<file path="src/rtl/nec_prefetch_pkg.sv">
`default_nettype none
// +-----------------------------------------------------------------------+
// | nec_prefetch_pkg : shared types and helpers for the prefetch unit     |
// | Rev 1.0                                                               |
// +-----------------------------------------------------------------------+
package nec_prefetch_pkg;

    localparam int IPQ_BYTES = 8;

    typedef enum logic [1:0] {
        IDLE    = 2'd0,
        REQ     = 2'd1,
        WAIT    = 2'd2,
        DISCARD = 2'd3
    } prefetch_state_e;

    // Real-mode style segment:offset translation, wrapping at 1 MiB.
    function automatic logic [19:0] phys_addr(input logic [15:0] seg, input logic [15:0] ofs);
        return {seg, 4'b0000} + {4'b0000, ofs};
    endfunction

endpackage
`default_nettype wire

</file>
<file path="src/rtl/nec_prefetch_if.sv">
`default_nettype none
// +-----------------------------------------------------------------------+
// | nec_prefetch_if : code-fetch bus between prefetch unit and memory     |
// | Rev 1.0                                                               |
// +-----------------------------------------------------------------------+
interface nec_prefetch_if;
    logic        bus_req;
    logic [19:0] bus_addr;
    logic        bus_byte;
    logic        bus_ack;
    logic        bus_rvalid;
    logic [15:0] bus_rdata;

    modport master (
        output bus_req, bus_addr, bus_byte,
        input  bus_ack, bus_rvalid, bus_rdata
    );

    modport slave (
        input  bus_req, bus_addr, bus_byte,
        output bus_ack, bus_rvalid, bus_rdata
    );
endinterface
`default_nettype wire

</file>
<file path="src/rtl/nec_prefetch_sva.sv">
`default_nettype none
// +-----------------------------------------------------------------------+
// | nec_prefetch_sva : queue-window and request-stability invariants      |
// | Rev 1.0                                                               |
// +-----------------------------------------------------------------------+
module nec_prefetch_sva (
    input  logic        clk,
    input  logic        reset_n,
    input  logic        en,
    input  logic        set_pc,
    input  logic [15:0] fetch_ip,
    input  logic [15:0] pc,
    input  logic        bus_req,
    input  logic [19:0] bus_addr,
    input  logic        bus_ack
);
    logic [15:0] window;
    assign window = fetch_ip - pc;

    a_window: assert property (@(posedge clk) disable iff (!reset_n)
        !set_pc |-> (window <= 16'd8));

    // An unaccepted request must not move or vanish unless redirected.
    a_req_hold: assert property (@(posedge clk) disable iff (!reset_n)
        (bus_req && !(en && (bus_ack || set_pc))) |=> (bus_req && $stable(bus_addr)));
endmodule
`default_nettype wire

</file>
<file path="src/rtl/nec_prefetch.sv">
`default_nettype none
// +-----------------------------------------------------------------------+
// | nec_prefetch : 8-byte instruction prefetch queue on a 16-bit bus      |
// | Rev 1.0                                                               |
// +-----------------------------------------------------------------------+
module nec_prefetch
    import nec_prefetch_pkg::*;
#(
    parameter int          QUEUE_BYTES = IPQ_BYTES,
    parameter logic [15:0] RESET_IP    = 16'h0000
) (
    input  logic                         clk,
    input  logic                         reset_n,
    input  logic                         ce_1,
    input  logic                         ce_2,
    input  logic [15:0]                  cs,
    input  logic [15:0]                  pc,
    input  logic [15:0]                  new_pc,
    input  logic                         set_pc,
    input  logic                         block_prefetch,
    output logic [QUEUE_BYTES-1:0][7:0]  ipq,
    output logic [3:0]                   ipq_len,
    nec_prefetch_if.master               bus
);
    prefetch_state_e state;
    logic [15:0]     fetch_ip;
    logic            en;
    logic [3:0]      free;
    logic            can_issue;
    logic [2:0]      slot;

    assign en        = ce_1 | ce_2;
    assign ipq_len   = set_pc ? 4'd0 : (fetch_ip[3:0] - pc[3:0]);
    assign free      = 4'd8 - ipq_len;
    // Odd addresses fetch one byte to realign, so they need only one free slot.
    assign can_issue = !block_prefetch && !set_pc &&
                       (free >= (fetch_ip[0] ? 4'd1 : 4'd2));
    assign slot      = fetch_ip[2:0];

    always_ff @(posedge clk or negedge reset_n) begin
        if (!reset_n) begin
            state         <= IDLE;
            fetch_ip      <= RESET_IP;
            ipq           <= '0;
            bus.bus_req   <= 1'b0;
            bus.bus_addr  <= '0;
            bus.bus_byte  <= 1'b0;
        end else if (en) begin
            if (set_pc) begin
                fetch_ip    <= new_pc;
                bus.bus_req <= 1'b0;
                case (state)
                    REQ:     state <= bus.bus_ack ? DISCARD : IDLE;
                    WAIT:    state <= DISCARD;
                    default: state <= state;
                endcase
            end else begin
                case (state)
                    IDLE: begin
                        if (can_issue) begin
                            state        <= REQ;
                            bus.bus_req  <= 1'b1;
                            bus.bus_addr <= phys_addr(cs, fetch_ip);
                            bus.bus_byte <= fetch_ip[0];
                        end
                    end
                    REQ: begin
                        if (bus.bus_ack) begin
                            bus.bus_req <= 1'b0;
                            state       <= WAIT;
                        end
                    end
                    WAIT: begin
                        if (bus.bus_rvalid) begin
                            if (bus.bus_byte) begin
                                ipq[slot] <= bus.bus_rdata[15:8];
                                fetch_ip  <= fetch_ip + 16'd1;
                            end else begin
                                ipq[slot]        <= bus.bus_rdata[7:0];
                                ipq[slot + 3'd1] <= bus.bus_rdata[15:8];
                                fetch_ip         <= fetch_ip + 16'd2;
                            end
                            state <= IDLE;
                        end
                    end
                    DISCARD: begin
                        if (bus.bus_rvalid) state <= IDLE;
                    end
                    default: state <= IDLE;
                endcase
            end
        end
    end

    nec_prefetch_sva u_sva (
        .clk      (clk),
        .reset_n  (reset_n),
        .en       (en),
        .set_pc   (set_pc),
        .fetch_ip (fetch_ip),
        .pc       (pc),
        .bus_req  (bus.bus_req),
        .bus_addr (bus.bus_addr),
        .bus_ack  (bus.bus_ack)
    );
endmodule
`default_nettype wire

</file>
<file path="src/flat_wrapper.sv">
// flat-port wrapper written by rule: the top's interface ports become plain ports
module nec_prefetch_flat import nec_prefetch_pkg::*;
#(
    parameter int          QUEUE_BYTES = IPQ_BYTES,
    parameter logic [15:0] RESET_IP    = 16'h0000
)
  (clk, reset_n, ce_1, ce_2, cs, pc, new_pc, set_pc, block_prefetch, ipq, ipq_len, bus_bus_req, bus_bus_addr, bus_bus_byte, bus_bus_ack, bus_bus_rvalid, bus_bus_rdata);
  nec_prefetch_if bus_i ();
  input  logic clk;
  input  logic reset_n;
  input  logic ce_1;
  input  logic ce_2;
  input  logic [15:0] cs;
  input  logic [15:0] pc;
  input  logic [15:0] new_pc;
  input  logic set_pc;
  input  logic block_prefetch;
  output logic [QUEUE_BYTES-1:0][7:0] ipq;
  output logic [3:0] ipq_len;
  output wire logic [$bits(bus_i.bus_req)-1:0] bus_bus_req;
  output wire logic [$bits(bus_i.bus_addr)-1:0] bus_bus_addr;
  output wire logic [$bits(bus_i.bus_byte)-1:0] bus_bus_byte;
  input wire logic [$bits(bus_i.bus_ack)-1:0] bus_bus_ack;
  input wire logic [$bits(bus_i.bus_rvalid)-1:0] bus_bus_rvalid;
  input wire logic [$bits(bus_i.bus_rdata)-1:0] bus_bus_rdata;
  assign bus_bus_req = bus_i.bus_req;
  assign bus_bus_addr = bus_i.bus_addr;
  assign bus_bus_byte = bus_i.bus_byte;
  assign bus_i.bus_ack = bus_bus_ack;
  assign bus_i.bus_rvalid = bus_bus_rvalid;
  assign bus_i.bus_rdata = bus_bus_rdata;
  nec_prefetch #(.QUEUE_BYTES(QUEUE_BYTES), .RESET_IP(RESET_IP)) u_core (.clk(clk), .reset_n(reset_n), .ce_1(ce_1), .ce_2(ce_2), .cs(cs), .pc(pc), .new_pc(new_pc), .set_pc(set_pc), .block_prefetch(block_prefetch), .ipq(ipq), .ipq_len(ipq_len), .bus(bus_i));
endmodule
</file>
<file path="config.mk">
export PLATFORM = sky130hd
export DESIGN_NAME = nec_prefetch_flat
export DESIGN_NICKNAME = d
export VERILOG_FILES = /design/src/rtl/nec_prefetch_pkg.sv /design/src/rtl/nec_prefetch_if.sv /design/src/rtl/nec_prefetch_sva.sv /design/src/rtl/nec_prefetch.sv /design/src/flat_wrapper.sv
export SDC_FILE = /design/constraint.sdc
export NUM_CORES = 1
export LEC_CHECK = 0
export CAP_MARGIN = 20
export CORE_MARGIN = 8
export CORE_UTILIZATION = 31
export DETAILED_ROUTE_END_ITERATION = 10
export SYNTH_ARGS = -nofsm -noshare
export SYNTH_HDL_FRONTEND = slang
export SYNTH_SLANG_ARGS = --single-unit
</file>
<file path="constraint.sdc">
create_clock -name clk -period 5.65 [get_ports clk]
set_input_delay 1.695 -clock clk [delete_from_list [all_inputs] [get_ports clk]]
set_output_delay 1.695 -clock clk [all_outputs]
set_load 0.01 [all_outputs]
</file>
**Word-level counts from Yosys, hierarchy flattened**

Cells that the tools add are included.
Widths: inputs -> output; s select.

- Add/sub/neg operators: 6
- $lt $le $gt $ge: 5
- Equality and inequality tests: 7
- Muxes and demuxes: 25
- Bitwise logic cells: 2
- Reductions and logical operators: 16

Operator list:

| cell | count |
|---|---|
| $bwmux 64 | 3 |
| $mux 16 | 4 |
| $mux 64 | 1 |
| $demux 8 s3 | 2 |
| $add 20x16->20 | 1 |
| $add 16x1->16 const B | 1 |
| $add 16x2->16 const B | 1 |
| $mux 8 | 2 |
| $mux 2 | 6 |
| $reduce_and 4->1 | 3 |
| $lt 3x4->1 const B | 2 |
| $ge 3x1->1 const B | 2 |
| $ne 3x1->1 const B | 2 |
| $pmux 2 s3 | 1 |
| $reduce_and 5->1 | 1 |
| $eq 2x2->1 const B | 2 |
| $ge 4x4->1 | 1 |
| $logic_and 1x1->1 | 4 |
| $mux 4 | 1 |
| $pmux 2 s2 | 1 |
| $reduce_bool 2->1 | 2 |
| $sub 4x4->4 | 1 |
| $sub 4x4->4 const A | 1 |
| $add 3x1->3 const B | 1 |
| other kinds (12) | 15 |

- Flip-flop bits (word level): 104
- Bits of input ports: 72
- Output and inout bits: 90
- Word-level logic and storage cells: 74

**Logic depth before layout (Yosys ltp)**

- Word-level depth: 8
- Gate-level depth with buffers: 12
- Mapped depth without buffers: 11

**Worst setup path before layout**

Ideal clock, no wire load.

- Path kind: input port to output port
- From: in pc[0]
- To: out ipq_len[2]
- Arrival time: 2.664 ns
- Required time: 3.955 ns
- Slack: 1.291 ns
- Cell stages on the path: 5
- Path buffers: 0
- Path through: ha_1 > inv_1 > fa_1 > xor2_2 > and2_1

- Word-level cells in the longest chain between the ends: 2

Ends and longest elaborated chain:

| item | line | text |
|---|---|---|
| start: declaration | flat_wrapper.sv:14 | `input logic [15:0] pc;` |
| $sub 4x4->4 | nec_prefetch.sv:33 | `assign ipq_len = set_pc ? 4'd0 : (fetch_ip[3:0] - pc[3:0]);` |
| $mux 4 | nec_prefetch.sv:33 |  |
| end: declaration | flat_wrapper.sv:19 | `output logic [3:0] ipq_len;` |

Every way passes these cells.

**Final worst setup path**

Same ends and word-level chain as after synthesis.

==> impl_metrics.toml <==
[run_status]
run_status = "finished clean"

[finish]
n_fill_cell = 1963
post_layout_nonfiller_instances = 1052
antenna-diode-count = 0
drive_above_1_share_pct = 8.39
fin_util_pct = 42.1
finish.net_count = 880
area_delta_synth_final_pct = 33.5

[detailed_routing]
drt_first_pass_iters = 5
totalWireLength_um = 18900
vias = 5403
maxUsedRoutingLayer = "met4"
wl_met2_um = 8660
route.detailed.vias_per_inst = 5.14
post-route-drc-count = 0
postRouteAntennaNets = 0
drt-wirelength-per-cell_um = 17.9
routedLengthMet1_um = 8770
wl_met3_um = 1120
first_iter_violations = 319

[timing]
final_hold_viol_count = 0
post-route-min-period_ps = 5420
clock.fmax_ghz = 0.185
setup_tns_ps = 0
fin_skew_ps = 8.29
maxSlewViolCount = 0
hold_ws_ps = 478
timing.max_slew.rel_slack_pct = 32.9
rsz_0062_raised_after_global_routing = "false"
worst-slew-pin-transition_ps = 1010
finalCritPeriodShare_pct = 95.8
finalSetupViolations = 0

[power]
power.density_cell_area_nw_per_um2 = 504
vdd.ir_drop.worst_mv = 0.204
netSwitchingPower_w = 0.00164
static-leakage-power_nw = 3.29
clock_power_share_pct = 15.8
pwr-share-seq_pct = 31.1
power.total_w = 0.00412
power_report.internal_total_w = 0.00248
combinationalPowerShare_pct = 53.1
power.switching_fraction_pct = 39.8

[logic_synthesis]
combinational_family_with_the_most_area_after_synthesis = "compound AO/OA/AOI/OAI gates"
synth.avg_cell_area_sq_um = 9.50
synth_seq_cells = 103
seq_area_frac_synth_pct = 42.1
synth_xor_xnor_area_share_pct = 2.64
synth_compound_area_share_pct = 23.0
post_synth_instance_area_sq_um = 6120
postSynthCellCount = 644
synth_top_area_share_pct = 42.1
number_of_enable_type_register_cells_in_the_synthesized_netlist = 0
async_flop_share_pct = 100
synth_warnings = 0
post-synth-top-area-cell = "sky130_fd_sc_hd__dfrtp_1"
post_synth_num_cell_types = 60
yosys-top-cells-count = "103 x sky130_fd_sc_hd__dfrtp_1, 76 x sky130_fd_sc_hd__nand2_1, 74 x sky130_fd_sc_hd__o21ai_0, 44 x sky130_fd_sc_hd__a22oi_1, 44 x sky130_fd_sc_hd__nor2_1"
ys.flop_type = "sky130_fd_sc_hd__dfrtp_1"
synth_fp_nets = 741
synth_simple_gate_area_share_pct = 14.8
synth.most_common_cell = "sky130_fd_sc_hd__dfrtp_1"
yosys.area_share.adder_pct = 5.36
synthTopCellsByArea = "sky130_fd_sc_hd__dfrtp_1 42%, sky130_fd_sc_hd__o21ai_0 6.1%, sky130_fd_sc_hd__a22oi_1 5.4%"
synth_mux_area_share_pct = 9.20

[grt]
via_count_of_the_first_global_routing_pass = 5362
grt_pass1_wl_um = 29800
grt.total_usage_pct = 15.4
antenna_found_initial = 0
pin_count_of_the_biggest_net_entering_global_routing = 73
global_route.overflow_total = 0

[flow_run]
maxCapViolations = 0

[clocking]
cts_resized = 0
ctsLongestPathBuffers = 2
clock_tree.root_cell = "sky130_fd_sc_hd__clkbuf_16"
ctsHtreeMaxLevel = 3
clk_pin_slew_worst_paths_ps = 80
tritoncts = "built"
cts_post_setup_buffers_inserted = 0
insertion_delay_ps = 350
tritoncts_buffer_count = 9
cts.hold.buffers_added = 0
numClockSinks = 103

[floorplanning]
die_height_um = 157
die_w_um = 157
num_io_pins = 162
initial_core_util_pct = 31.5
die-area_sq_um = 24500
core_area_sq_um = 19400
std_cell_rows = 51

[worst_setup_path]
path_class = "in -> out"
critPathRequiredTime_ps = 3950
worst_setup_path_start_kind = "input port"
crit_path_max_fanout = 3
critPathCaptureType = "output port"
cp.arrival_ps = 3720

[hold_path]
hold_path_class = "reg -> reg"

[place]
finalWeightedCongestion = 0.807
placed_cells = 1037
port_buffers = 149
detailed_place_hpwl_um = 14400
## layout make-up
cell class	count	area, sq um	share of cell area [%]
inverters	16	60.1	0.735
repair buffers	154	1530	18.7
multi-input cells	499	3370	41.3
clock inverters	6	77.6	0.949
flip-flops and latches	103	2580	31.5
clock buffers	9	225	2.76
well taps	265	332	4.06
## placed cells by master, fill, tap and decap left out, drive strengths merged, types with 2 or more instances in the layout
cell           instances
fa                     2
a211oi                 2
nand2b                15
dfrtp                103
clkinv                 2
a221o                  5
nand3                 13
xnor2                 10
o211ai                 6
clkdlybuf4s50        148
mux2i                 12
or4                    3
nor2b                  7
nand2                 76
o22ai                 17
and2                   5
ha                    23
inv                   18
nor3                   7
or3                    2
nor3b                  2
a21o                   5
a31oi                  3
and3b                  2
clkbuf                 9
mux2                  36
xor2                   5
nand4                  5
nor2                  46
o22a                  12
nand3b                 2
nor4b                  2
a22oi                 44
o21ai                 80
buf                    6
a21oi                 33
## routing by layer
layer | vias to the layer above | global-route usage, %
met5 | - | 0
met4 | 0 | 5.08
met3 | 23 | 3.09
met2 | 153 | 24.0
met1 | 2569 | 21.0
li1 | 2658 | -
## power by group through the flow
stage,Combinational [W],Sequential (W),Clock (W)
2_1_floorplan,0.00120,0.00134,0
3_3_place_gp,0.00218,0.00129,0
3_5_place_dp,0.00219,0.00130,0
4_1_cts,0.00220,0.00129,0.000672
5_1_grt,0.00241,0.00133,0.000696
6_report,0.00219,0.00128,0.000650
## critical path: stages
cell and delay (ps):
sky130_fd_sc_hd__clkdlybuf4s50_1 480, sky130_fd_sc_hd__ha_1 170, sky130_fd_sc_hd__inv_1 50, sky130_fd_sc_hd__fa_1 400
sky130_fd_sc_hd__xor2_2 230, sky130_fd_sc_hd__and2_1 160, sky130_fd_sc_hd__clkdlybuf4s50_1 530
## registers in the layout, indices dropped and copies added, names as in the netlist
signal               count
u_core.state             2
u_core.bus.bus_addr     20
u_core.bus.bus_req       1
u_core.fetch_ip         16
u_core.ipq              64
## logic make-up after synthesis
kind of cell | count (synthesis)
adder cells (fa/ha/maj) | 25
flip-flops | 103
XOR/XNOR | 16
multiplexers | 48
AO/OA/AOI/OAI | 219
buffers and inverters | 42
AND/OR/NAND/NOR | 191
## worst paths after layout
| check | startpoint | slack, ps | depth (start not counted) | endpoint |
|---|---|---|---|---|
| hold reg to reg | u_core.ipq[39] | 480 | 2 | u_core.ipq[39] |
| setup / recovery | pc[0] | 230 | 7 | ipq_len[2] |
| setup reg to reg | u_core.fetch_ip[0] | 2000 | 10 | u_core.bus.bus_addr[14] |
| hold / removal | u_core.ipq[39] | 480 | 2 | u_core.ipq[39] |
| max in group asynchronous | reset_n | 3210 | 2 | u_core.ipq[34] |
| min in group asynchronous | reset_n | 1470 | 1 | u_core.bus.bus_addr[14] |
## per-stage QoR
stage               area, sq um  worst slack, ps
floorplan                  6120             1290
global placement           7870              245
detailed placement         7870              231
CTS                        8170              219
global route               8170              132
finish                     8170              235
Note: power is estimated with default switching activity, not from simulation.
